==> src/rtl/traffic_phase_controller.sv <==
`default_nettype none
// ============================================================================
//  Module   : traffic_phase_controller
//  Purpose  : Round-robin N-phase junction controller with actuated green,
//             latched pedestrian calls and flashing-yellow night mode.
//  Revision : 1.0  initial release
// ============================================================================
module traffic_phase_controller #(
    parameter int NUM_PHASES    = 4,
    parameter int TIMER_W       = 8,
    parameter int GREEN_MIN     = 20,
    parameter int GREEN_MAX     = 100,
    parameter int YELLOW_TIME   = 30,
    parameter int ALLRED_TIME   = 10,
    parameter int PED_WALK_TIME = 15,
    parameter int BLINK_HALF    = 10
) (
    input  logic                          clk,
    input  logic                          rst,
    input  logic                          night_mode,
    input  logic [NUM_PHASES-1:0]         sensor,
    input  logic [NUM_PHASES-1:0]         ped_req,
    output logic [3*NUM_PHASES-1:0]       lights,
    output logic [NUM_PHASES-1:0]         walk,
    output logic [NUM_PHASES-1:0]         ped_pending,
    output logic [$clog2(NUM_PHASES)-1:0] active_phase
);

    localparam int AW = $clog2(NUM_PHASES);
    localparam logic [TIMER_W-1:0] C_GREEN_MIN_M1 = TIMER_W'(GREEN_MIN - 1);
    localparam logic [TIMER_W-1:0] C_GREEN_MAX_M1 = TIMER_W'(GREEN_MAX - 1);
    localparam logic [TIMER_W-1:0] C_YELLOW_M1    = TIMER_W'(YELLOW_TIME - 1);
    localparam logic [TIMER_W-1:0] C_ALLRED_M1    = TIMER_W'(ALLRED_TIME - 1);
    localparam logic [TIMER_W-1:0] C_BLINK_M1     = TIMER_W'(BLINK_HALF - 1);
    localparam logic [TIMER_W-1:0] C_WALK         = TIMER_W'(PED_WALK_TIME);
    localparam logic [AW-1:0]      C_LAST_PHASE   = AW'(NUM_PHASES - 1);

    typedef enum logic [1:0] {
        S_GREEN  = 2'd0,
        S_YELLOW = 2'd1,
        S_ALLRED = 2'd2,
        S_BLINK  = 2'd3
    } state_t;

    state_t                r_state, w_state_nxt;
    logic [TIMER_W-1:0]    r_timer, w_timer_nxt;
    logic [AW-1:0]         r_phase, w_phase_nxt;
    logic                  r_toggle, w_toggle_nxt;
    logic                  r_walk_en, w_walk_en_nxt;
    logic [NUM_PHASES-1:0] r_ped, w_ped_nxt;

    logic [NUM_PHASES-1:0] w_demand;
    logic [NUM_PHASES-1:0] w_active_mask;
    logic                  w_other_demand;
    logic [AW-1:0]         w_phase_inc;
    logic [AW-1:0]         w_pick_hi, w_pick_lo, w_search_phase;
    logic                  w_hit_hi, w_hit_lo;
    logic                  w_enter_green;
    logic                  w_walk_on;

    assign w_demand       = sensor | r_ped;
    assign w_active_mask  = NUM_PHASES'(1) << r_phase;
    assign w_other_demand = |(w_demand & ~w_active_mask);
    assign w_phase_inc    = (r_phase == C_LAST_PHASE) ? '0 : r_phase + 1'b1;

    // Lowest demanding phase above the active one wins; otherwise wrap to
    // the lowest demanding phase at or below it.
    always_comb begin
        w_hit_hi  = 1'b0;
        w_hit_lo  = 1'b0;
        w_pick_hi = '0;
        w_pick_lo = '0;
        for (int p = NUM_PHASES - 1; p >= 0; p--) begin
            if (w_demand[p]) begin
                if (AW'(p) > r_phase) begin
                    w_hit_hi  = 1'b1;
                    w_pick_hi = AW'(p);
                end else begin
                    w_hit_lo  = 1'b1;
                    w_pick_lo = AW'(p);
                end
            end
        end
        w_search_phase = w_hit_hi ? w_pick_hi : (w_hit_lo ? w_pick_lo : w_phase_inc);
    end

    always_comb begin
        w_state_nxt   = r_state;
        w_phase_nxt   = r_phase;
        w_toggle_nxt  = r_toggle;
        w_walk_en_nxt = r_walk_en;
        w_timer_nxt   = r_timer + 1'b1;
        w_enter_green = 1'b0;
        case (r_state)
            S_GREEN: begin
                if (r_timer == C_GREEN_MAX_M1)
                    w_timer_nxt = r_timer;
                if (night_mode ||
                    (w_other_demand &&
                     ((r_timer >= C_GREEN_MIN_M1 && !sensor[r_phase]) ||
                      r_timer >= C_GREEN_MAX_M1))) begin
                    w_state_nxt   = S_YELLOW;
                    w_timer_nxt   = '0;
                    w_walk_en_nxt = 1'b0;
                end
            end
            S_YELLOW: begin
                if (r_timer == C_YELLOW_M1) begin
                    w_state_nxt = S_ALLRED;
                    w_timer_nxt = '0;
                end
            end
            S_ALLRED: begin
                if (r_timer == C_ALLRED_M1) begin
                    w_timer_nxt = '0;
                    if (night_mode) begin
                        w_state_nxt  = S_BLINK;
                        w_toggle_nxt = 1'b1;
                        w_phase_nxt  = C_LAST_PHASE;
                    end else begin
                        w_state_nxt   = S_GREEN;
                        w_phase_nxt   = w_search_phase;
                        w_walk_en_nxt = r_ped[w_search_phase];
                        w_enter_green = 1'b1;
                    end
                end
            end
            default: begin
                // Parking on the last phase makes the exit clearance search from phase 0.
                if (!night_mode) begin
                    w_state_nxt = S_ALLRED;
                    w_timer_nxt = '0;
                end else if (r_timer == C_BLINK_M1) begin
                    w_toggle_nxt = ~r_toggle;
                    w_timer_nxt  = '0;
                end
            end
        endcase
        w_ped_nxt = (r_ped & ~(w_enter_green ? (NUM_PHASES'(1) << w_search_phase)
                                             : {NUM_PHASES{1'b0}})) | ped_req;
    end

    always_ff @(posedge clk) begin
        if (rst) begin
            r_state   <= S_GREEN;
            r_timer   <= '0;
            r_phase   <= '0;
            r_toggle  <= 1'b0;
            r_walk_en <= 1'b0;
            r_ped     <= '0;
        end else begin
            r_state   <= w_state_nxt;
            r_timer   <= w_timer_nxt;
            r_phase   <= w_phase_nxt;
            r_toggle  <= w_toggle_nxt;
            r_walk_en <= w_walk_en_nxt;
            r_ped     <= w_ped_nxt;
        end
    end

    assign w_walk_on    = (r_state == S_GREEN) && r_walk_en && (r_timer < C_WALK);
    assign ped_pending  = r_ped;
    assign active_phase = r_phase;

    for (genvar p = 0; p < NUM_PHASES; p++) begin : g_lamp
        logic w_is_active;
        assign w_is_active = (r_phase == AW'(p));
        assign lights[3*p +: 3] =
            (r_state == S_GREEN)  ? (w_is_active ? 3'b100 : 3'b001) :
            (r_state == S_YELLOW) ? (w_is_active ? 3'b010 : 3'b001) :
            (r_state == S_ALLRED) ? 3'b001 :
            (r_toggle ? 3'b010 : 3'b000);
        assign walk[p] = w_walk_on && w_is_active;
    end

endmodule
`default_nettype wire

==> config.mk <==
export PLATFORM = sky130hd
export DESIGN_NAME = traffic_phase_controller
export DESIGN_NICKNAME = d
export VERILOG_FILES = /design/src/rtl/traffic_phase_controller.sv
export SDC_FILE = /design/constraint.sdc
export NUM_CORES = 1
export LEC_CHECK = 0
export BUFFER_PORTS_ARGS = -buffer_cell sky130_fd_sc_hd__buf_2
export CAP_MARGIN = 20
export CORE_UTILIZATION = 40
export DETAILED_ROUTE_END_ITERATION = 16
export SLEW_MARGIN = 25
export SYNTH_ARGS = -nofsm -noshare
export SYNTH_HDL_FRONTEND = slang
export SYNTH_SLANG_ARGS = --single-unit
==> constraint.sdc <==
create_clock -name clk -period 2.8 [get_ports clk]
set_input_delay 0.84 -clock clk [delete_from_list [all_inputs] [get_ports clk]]
set_output_delay 0.84 -clock clk [all_outputs]
set_load 0.005 [all_outputs]
== After elaboration in Yosys (flattened, before gate mapping) ==
Cells that the tools add are included.
Storage, ports and cells
  register bits after elaboration: 18
  bits in latches: 0
  bits in writable memories: 0
  ROM bits: 0
  input bits: 11
  word-level logic and storage cells: 144
  memories: 0
Cells by class
  add/sub/neg operators: 2
  $mul: 0
  div/mod/pow operators: 0
  order comparisons: 9
  eq/ne operators: 14
  shift operators: 2
  mux-type cells: 83
  bitwise logic cells: 8
  reduce and logical (&&, ||, !) cells: 20
Operators with widths (number)
  $mux 2: 32
  $mux 8: 5
  $mux 3: 11
  $mux 1: 28
  $pmux 8 s3: 1
  $add 8x1->8 const B: 1
  $and 4x4->4: 2
  $eq 8x4->1 const B: 1
  $eq 8x5->1 const B: 1
  $eq 8x7->1 const B: 1
  $ge 8x5->1 const B: 1
  $ge 8x7->1 const B: 1
  $logic_and 1x1->1: 8
  $lt 8x4->1 const B: 1
  $ne 2x2->1 const B: 4
  $not 4->4: 2
  $or 4x4->4: 2
  $reduce_and 4->1: 2
  $shl 1x2->4 const A: 2
  $eq 2x2->1 const B: 3
  $lt 2x3->1 const B: 2
  $pmux 2 s3: 1
  $bmux 1 s2: 2
  $eq 2x1->1 const B: 2
  other kinds (16): 22

== Longest topological paths before layout ==
Gate-level depths: netlist of run 1.
  depth after elaboration: 16
  depth in mapped cells: 8

== Least setup slack after synthesis of run 1 ==
No wires, ideal clock.
  path type: in2reg
  start point: in sensor[0]
  end point: reg r_walk_en
  setup time: 0.101 ns
  data arrival time: 2.294 ns
  path slack: 0.406 ns
  stages on the path: 6
  buffers on the path: 0
  cell sequence: nor4_1 > mux2i_1 > o221ai_1 > a21boi_0 > mux2_2 > o41ai_1
On the way
  word-level cells in the longest chain between the ends: 9
Ends and longest elaborated chain
  start: declaration: RTL line 21  | input logic [NUM_PHASES-1:0] sensor,
  $or 4x4->4 or $bmux 1 s2 (tied branches): RTL line 61, 100
  $mux 2, or another cell as far along: RTL line 74  | if (w_demand[p]) begin
  $mux 2 or $logic_not 1->1 (tied branches): RTL line 84, 100
  $mux 2 or $logic_and 1x1->1 (tied branches): RTL line 84, 100
  $bmux 1 s2 or $logic_or 1x1->1 (tied branches): RTL line 123, 100
  $mux 1 (not written as such) or $logic_and 1x1->1 (tied branches): RTL line 123, 99
  $mux 1 or $logic_or 1x1->1 (tied branches): RTL line 116, 98
  $mux 1 or $ne 2x2->1 (tied branches)
  $pmux 1 s2 or $reduce_and 4->1 (tied branches)
  end signal: assignment: RTL line 156  | r_walk_en <= w_walk_en_nxt;
  end: declaration: RTL line 49  | logic r_walk_en, w_walk_en_nxt;
Several ways; a longest one is shown, not always the timed one. The select of a mux whose other input is x is not followed.
A chain may end at the register's enable or synchronous reset.

== Worst setup path in the final report of run 1 ==
  start point: reg r_timer[0]
  end point: out walk[1]
On the way
  word-level cells in the longest chain between the ends: 3
Ends and longest elaborated chain
  start: declaration: RTL line 46  | logic [TIMER_W-1:0] r_timer, w_timer_nxt;
  start signal: assignment: RTL line 153  | r_timer <= w_timer_nxt;
  $lt 8x4->1: RTL line 161  | assign w_walk_on = (r_state == S_GREEN) && r_walk_en && (r_timer < C_WALK);
  $logic_and 1x1->1: RTL line 161
  $logic_and 1x1->1: RTL line 173  | assign walk[p] = w_walk_on && w_is_active;
  end: declaration: RTL line 24  | output logic [NUM_PHASES-1:0] walk,
Every way passes these cells.

==> results of run 1 <==
-- per-layer routing --
metal	GRT usage	vias to the layer above	share of wire
met5	0	-	0
met1	0.295	682	0.50
met4	0.0785	0	0.015
met2	0.298	48	0.43
li1	-	731	-
met3	0.0365	7	0.056
-- sequential cells by signal, summed over array words and instances (netlist names) --
| signal | count |
|---|---|
| r_timer | 8 |
| r_toggle | 1 |
| ped_pending | 4 |
| active_phase | 2 |
| r_state | 2 |
| r_walk_en | 1 |
-- worst min-delay path by stage --
stage	slack, ns	to	cells after the start	from
2_1_floorplan	0.44	r_toggle$_SDFFE_PP0P_	1	r_toggle$_SDFFE_PP0P_
3_5_place_dp	0.47	r_toggle$_SDFFE_PP0P_	1	r_toggle$_SDFFE_PP0P_
4_1_cts	0.48	r_toggle$_SDFFE_PP0P_	1	r_toggle$_SDFFE_PP0P_
5_1_grt	0.51	r_toggle$_SDFFE_PP0P_	1	r_toggle$_SDFFE_PP0P_
6_report	0.48	r_toggle$_SDFFE_PP0P_	1	r_toggle$_SDFFE_PP0P_
3_3_place_gp	0.47	r_toggle$_SDFFE_PP0P_	1	r_toggle$_SDFFE_PP0P_
-- power by group --
| part | switching (mW) | internal, mW | total, mW |
|---|---|---|---|
| registers | 0.0588 | 0.287 | 0.346 |
| clock network | 0.0888 | 0.0958 | 0.185 |
| logic | 0.265 | 0.233 | 0.498 |
| total | 0.413 | 0.615 | 1.03 |
-- cell families (layout without fill, tap and decap cells) --
family | count (synthesis) | in the layout | synth area share
AO/OA/AOI/OAI | 49 | 49 | 0.251
XOR/XNOR | 6 | 6 | 0.0354
adder cells (fa/ha/maj) | 12 | 12 | 0.101
buffers and inverters | 15 | 50 | 0.0405
flip-flops | 18 | 18 | 0.243
multiplexers | 7 | 7 | 0.0565
AND/OR/NAND/NOR | 75 | 75 | 0.273
-- worst register-to-register path: cells and delay by family (launching register included) --
family,cells,cell delay (ns)
DFF,1,0.43
adders and majority gates,1,0.18
and+or+nand+nor,3,1.10
AOI/OAI and AO/OA,3,0.76
-- cells in the mapped netlist, drive strengths merged, types with 3 or more instances --
master	number	area [um2]
dfxtp	18	360
nor2	17	66.3
nand2	15	56.3
ha	12	150
nor3	11	60.1
inv	10	37.5
a21oi	9	45.0
and2	9	56.3
o21ai	6	30.0
mux2i	5	50.1
a211oi	4	30.0
clkbuf	4	15.0
nand2b	4	25.0
nand3	4	20.0
o21bai	4	30.0
a21boi	3	22.5
a31oi	3	18.8
nor2b	3	18.8
o21a	3	22.5
xnor2	3	26.3
xor2	3	26.3
-- area by class of cell --
type	instances	area [um2]
clock buffers	3	41.3
fillers	335	1690
inverters	10	37.5
multi-input cells	149	1060
flip-flops and latches	18	360
well taps	46	57.6
repair buffers	37	198
==> impl_metrics.ini, run 1 <==
[logic_synthesis]
synth-seq-cells = 18
postSynthAreaPerCell_um2 = 8.15
syn_area_um2 = 1480
gate_count_after_technology_mapping = 182
asyncSetResetFlopFracSynth = 0
synthFlopType = sky130_fd_sc_hd__dfxtp_1
synth.lib_cells_used.distinct = 47
synth_fp_nets = 205
synth.yosys.seq_area_share = 0.243
synth.yosys.warnings = 0
number_of_synthesized_flops_with_an_enable_pin = 0

[route]
first_iter_violations = 77
wirelength_um = 3740
firstDrtPassIters = 4
vias = 1468
route.detailed.wl_per_inst_um = 14.2
number_of_vias_per_cell = 5.58
drtAntennaViolNets = 0
drc_errors = 0

[die]
num_io_pins = 33
floorplan.die_area_um2 = 3950
rows = 21
core_um2 = 3440
die_y_um = 62.9
fp.dieW_um = 62.9
initial_utilization = 0.431

[critical_path]
worst_setup_path_end = walk[1]
critical_path_arrival_ns = 1.78
cp_cell_sequence = ha_1 -> and3_1 -> nor3_1 -> and2_1 -> buf_2
cp_max_fo = 6
crit_path_max_incr_delay_ns = 0.36
cp-end-kind = primary output
crit_start = r_timer[0]$_SDFFE_PP0P_
cp_top_family = simple AND/OR/NAND/NOR gates
timing.reg2reg.setup_slack_ns = 0.25
path_class = reg2out
regToRegStartpoint = r_timer[0]$_SDFFE_PP0P_
critPathSlowestCell = sky130_fd_sc_hd__dfxtp_1
critical_path_cell_count = 5
rr_worst_depth = 7
critPathBufInv = 1
r2r-end = r_state[1]$_SDFFE_PP0P_
critical_path_required_time_ns = 1.96
worstSetupStartpointType = flop

[timing]
period_share = 0.935
timing.clock.skew_ns = 0.00396
finalHoldWorstSlack_ns = 0.480
finalHoldViolCount = 0
relSlewSlack = 0.590
worst_pin_slew_ns = 0.610
final-setup-viol-count = 0
grt_setup_unrepaired = false
finalWorstPathRequiredPeriod_ns = 2.62
setup_slack_ns = 0.181
fmax_achieved_mhz = 382
fin_tns_setup_ns = 0
final_max_slew_viol_count = 0

[placed_design]
gp_congestion = 0.838
preCtsSetupSlack_ns = 0.113
total_half_perimeter_wirelength_after_legalization_and_detailed_placement_um = 2920
buffers_on_ports = 32
post-place-cells = 260
place_area_um2 = 1720

[cts]
clock_insertion_delay_at_the_later_pin_of_the_skew_report_ns = 0.26
post_cts.resized_instances = 0
clkSinkCount = 18
clock_tree_from_tritoncts = done
cts_root_buf = sky130_fd_sc_hd__clkbuf_8
numCtsBuffers = 3
worst_setup_hold_path_clk_slew_ns = 0.06
cts_max_level = 1
number_of_buffers_inserted_for_hold_repair_after_clock_tree_synthesis = 0
post_cts.repair.setup_buffers = 0
cts_max_path_buffers = 2

[power_and_ir_drop]
leakagePower_nw = 0.716
vdd.ir_drop.worst_mv = 0.290
finalPower_mw = 1.03
power_density_nw_per_um2 = 585

[layout]
post_route_cells_drive_above_1_share = 0.240
final_net_count = 242
flow.area_growth_from_synthesis_pct = 18.5
mostFrequentLayoutCell = sky130_fd_sc_hd__buf_2
antenna-diode-count = 0
commonest_non_fill_non_tap_cells_in_the_layout = 32 x sky130_fd_sc_hd__buf_2, 18 x sky130_fd_sc_hd__dfxtp_1, 16 x sky130_fd_sc_hd__nor2_1
finish.utilization = 0.510
final_area_um2 = 1760
post_layout_nonfiller_instances = 263

[min_path]
hold_path_class = reg2reg

[global_route]
vias_in_the_first_global_route = 1416
grt.total_usage = 0.205
pin_count_of_the_biggest_net_entering_global_routing = 20
initial_antenna_violation_count = 0
grt_first_pass_wirelength_um = 6510
grt_remaining_overflow = 0

[outcome]
run_status = finished clean

[flow_run]
drv_cap = 0
No activity file was read; power rests on OpenSTA's default activity.
==> run 2: changes to the inputs <==
==> constraint.sdc (replaced) <==
create_clock -name clk -period 2.5 [get_ports clk]
set_input_delay 0.75 -clock clk [delete_from_list [all_inputs] [get_ports clk]]
set_output_delay 0.75 -clock clk [all_outputs]
set_load 0.005 [all_outputs]
==> impl_metrics.ini, run 2 (synthesis results as in run 1) <==
[power_and_ir_drop]
swShare = 0.396
clock_power_share = 0.199
leakagePower_nw = 0.754
switching_power_mw = 0.495
power_density_nw_per_um2 = 673
p_int_mw = 0.754
combinational_fraction_of_design_power = 0.491
power.share.sequential = 0.310
vdd.ir_drop.worst_mv = 0.218

[layout]
final_net_count = 248
largest_reg_flops = 8
regArea_um2 = 367
finish.utilization = 0.539
commonest_non_fill_non_tap_cells_in_the_layout = 32 x sky130_fd_sc_hd__buf_2, 16 x sky130_fd_sc_hd__nor2_1, 15 x sky130_fd_sc_hd__nand2_1, 15 x sky130_fd_sc_hd__dfxtp_1
total_area_of_multi_input_combinational_cells_um2 = 1100
antenna-diode-count = 0
mostFrequentLayoutCell = sky130_fd_sc_hd__buf_2
post_layout_nonfiller_instances = 270
flow.area_growth_from_synthesis_pct = 25.1
fillers = 338
post_route_cells_drive_above_1_share = 0.295
registers.top_by_ff_count = r_timer

[timing]
timing.clock.skew_ns = 0.00561
final_max_slew_viol_count = 0
fmax_achieved_mhz = 411
period_share = 0.974
finalWorstPathRequiredPeriod_ns = 2.44
worst_pin_slew_ns = 0.730
relSlewSlack = 0.509
final-setup-viol-count = 0
fin_tns_setup_ns = 0
grt_setup_unrepaired = true
finalHoldViolCount = 0

[critical_path]
cp-end-kind = flop
cp_max_fo = 4
worstSetupStartpointType = flop
critical_path_arrival_ns = 2.57
timing.reg2reg.setup_slack_ns = 0.06
path_class = reg2reg
critical_path_required_time_ns = 2.63

[route]
first_iter_violations = 99
vias = 1466
wirelength_um = 3820
firstDrtPassIters = 4
drc_errors = 0
number_of_vias_per_cell = 5.43
drtAntennaViolNets = 0
route.detailed.wl_per_inst_um = 14.1

[global_route]
pin_count_of_the_biggest_net_entering_global_routing = 20
vias_in_the_first_global_route = 1276
grt_first_pass_wirelength_um = 6270
globalRouteMet1Util = 0.283
grt.total_usage = 0.199
layer_with_the_highest_usage_after_global_routing = met2
initial_antenna_violation_count = 0
grt_remaining_overflow = 0
grtUsageMet2 = 0.308
global_route.usage.met3 = 0.0237

[die]
num_io_pins = 33
rows = 21
die_y_um = 62.9
floorplan.die_area_um2 = 3950
initial_utilization = 0.431
core_um2 = 3440
fp.dieW_um = 62.9

[cts]
clock_insertion_delay_at_the_later_pin_of_the_skew_report_ns = 0.26
post_cts.repair.setup_buffers = 0
cts_max_level = 1
cts_max_path_buffers = 2
clock_tree_from_tritoncts = done
numCtsBuffers = 3
cts_root_buf = sky130_fd_sc_hd__clkbuf_8
clkSinkCount = 18
worst_setup_hold_path_clk_slew_ns = 0.07
number_of_buffers_inserted_for_hold_repair_after_clock_tree_synthesis = 0

[placed_design]
total_half_perimeter_wirelength_after_legalization_and_detailed_placement_um = 2940
buffers_on_ports = 32
post-place-cells = 266
gp_congestion = 0.862

[min_path]
hold_path_class = reg2reg

[flow_run]
drv_cap = 0

[outcome]
run_status = finished clean
[run 2: per-stage QoR]
step                      area, um2  power (mW)  hold WS (ns)  worst slack (ns)
final                          1860        1.25         0.471            0.0650
after global routing           1860        1.34         0.509           -0.0238
after CTS                      1830        1.23         0.475         0.0000409
after detailed placement       1760       0.974         0.465            0.0196
after global placement         1760       0.952         0.462            0.0788
after floorplan                1480       0.807         0.438             0.178
[run 2: cell type report]
cell class	count	area share
inverter	10	0.0202
tap	46	0.0310
clock buffer	4	0.0297
timing repair buffer	43	0.131
sequential	18	0.198
multi-input combinational	149	0.591
[run 2: path summary, 6_finish.rpt]
check / from / to / cells past startpoint
setup / recovery: r_timer[1]$_SDFFE_PP0P_ / r_timer[1]$_SDFFE_PP0P_ / 8
hold / removal: r_toggle$_SDFFE_PP0P_ / r_toggle$_SDFFE_PP0P_ / 1
setup reg to reg: r_timer[1]$_SDFFE_PP0P_ / r_timer[1]$_SDFFE_PP0P_ / 8
hold reg to reg: r_toggle$_SDFFE_PP0P_ / r_toggle$_SDFFE_PP0P_ / 1
[run 2: timing repair]
action	CTS	global route
gates resized for setup	4	7
setup endpoints to repair	8	17
pin swaps	1	3
[run 2: layer usage]
metal	share of wire	routed length, um
met2	0.44	1690
met4	0.013	50
met5	0	0
met1	0.49	1870
met3	0.052	200
[run 2: critical path, stage by stage, from the launching register on]
cell and delay, ns:
sky130_fd_sc_hd__dfxtp_2 0.34, sky130_fd_sc_hd__inv_1 0.07, sky130_fd_sc_hd__ha_1 0.15, sky130_fd_sc_hd__or4b_4 0.48, sky130_fd_sc_hd__or4b_4 0.52, sky130_fd_sc_hd__o22a_4 0.26
sky130_fd_sc_hd__nor4_4 0.18, sky130_fd_sc_hd__nand3b_1 0.20, sky130_fd_sc_hd__o32ai_1 0.11
[run 2: power by group through the flow]
stage,Clock [mW],Combinational (mW),Sequential (mW)
2_1_floorplan,0,0.441,0.366
3_3_place_gp,0,0.569,0.382
3_5_place_dp,0,0.589,0.386
4_1_cts,0.256,0.591,0.381
5_1_grt,0.271,0.672,0.394
6_report,0.248,0.614,0.387
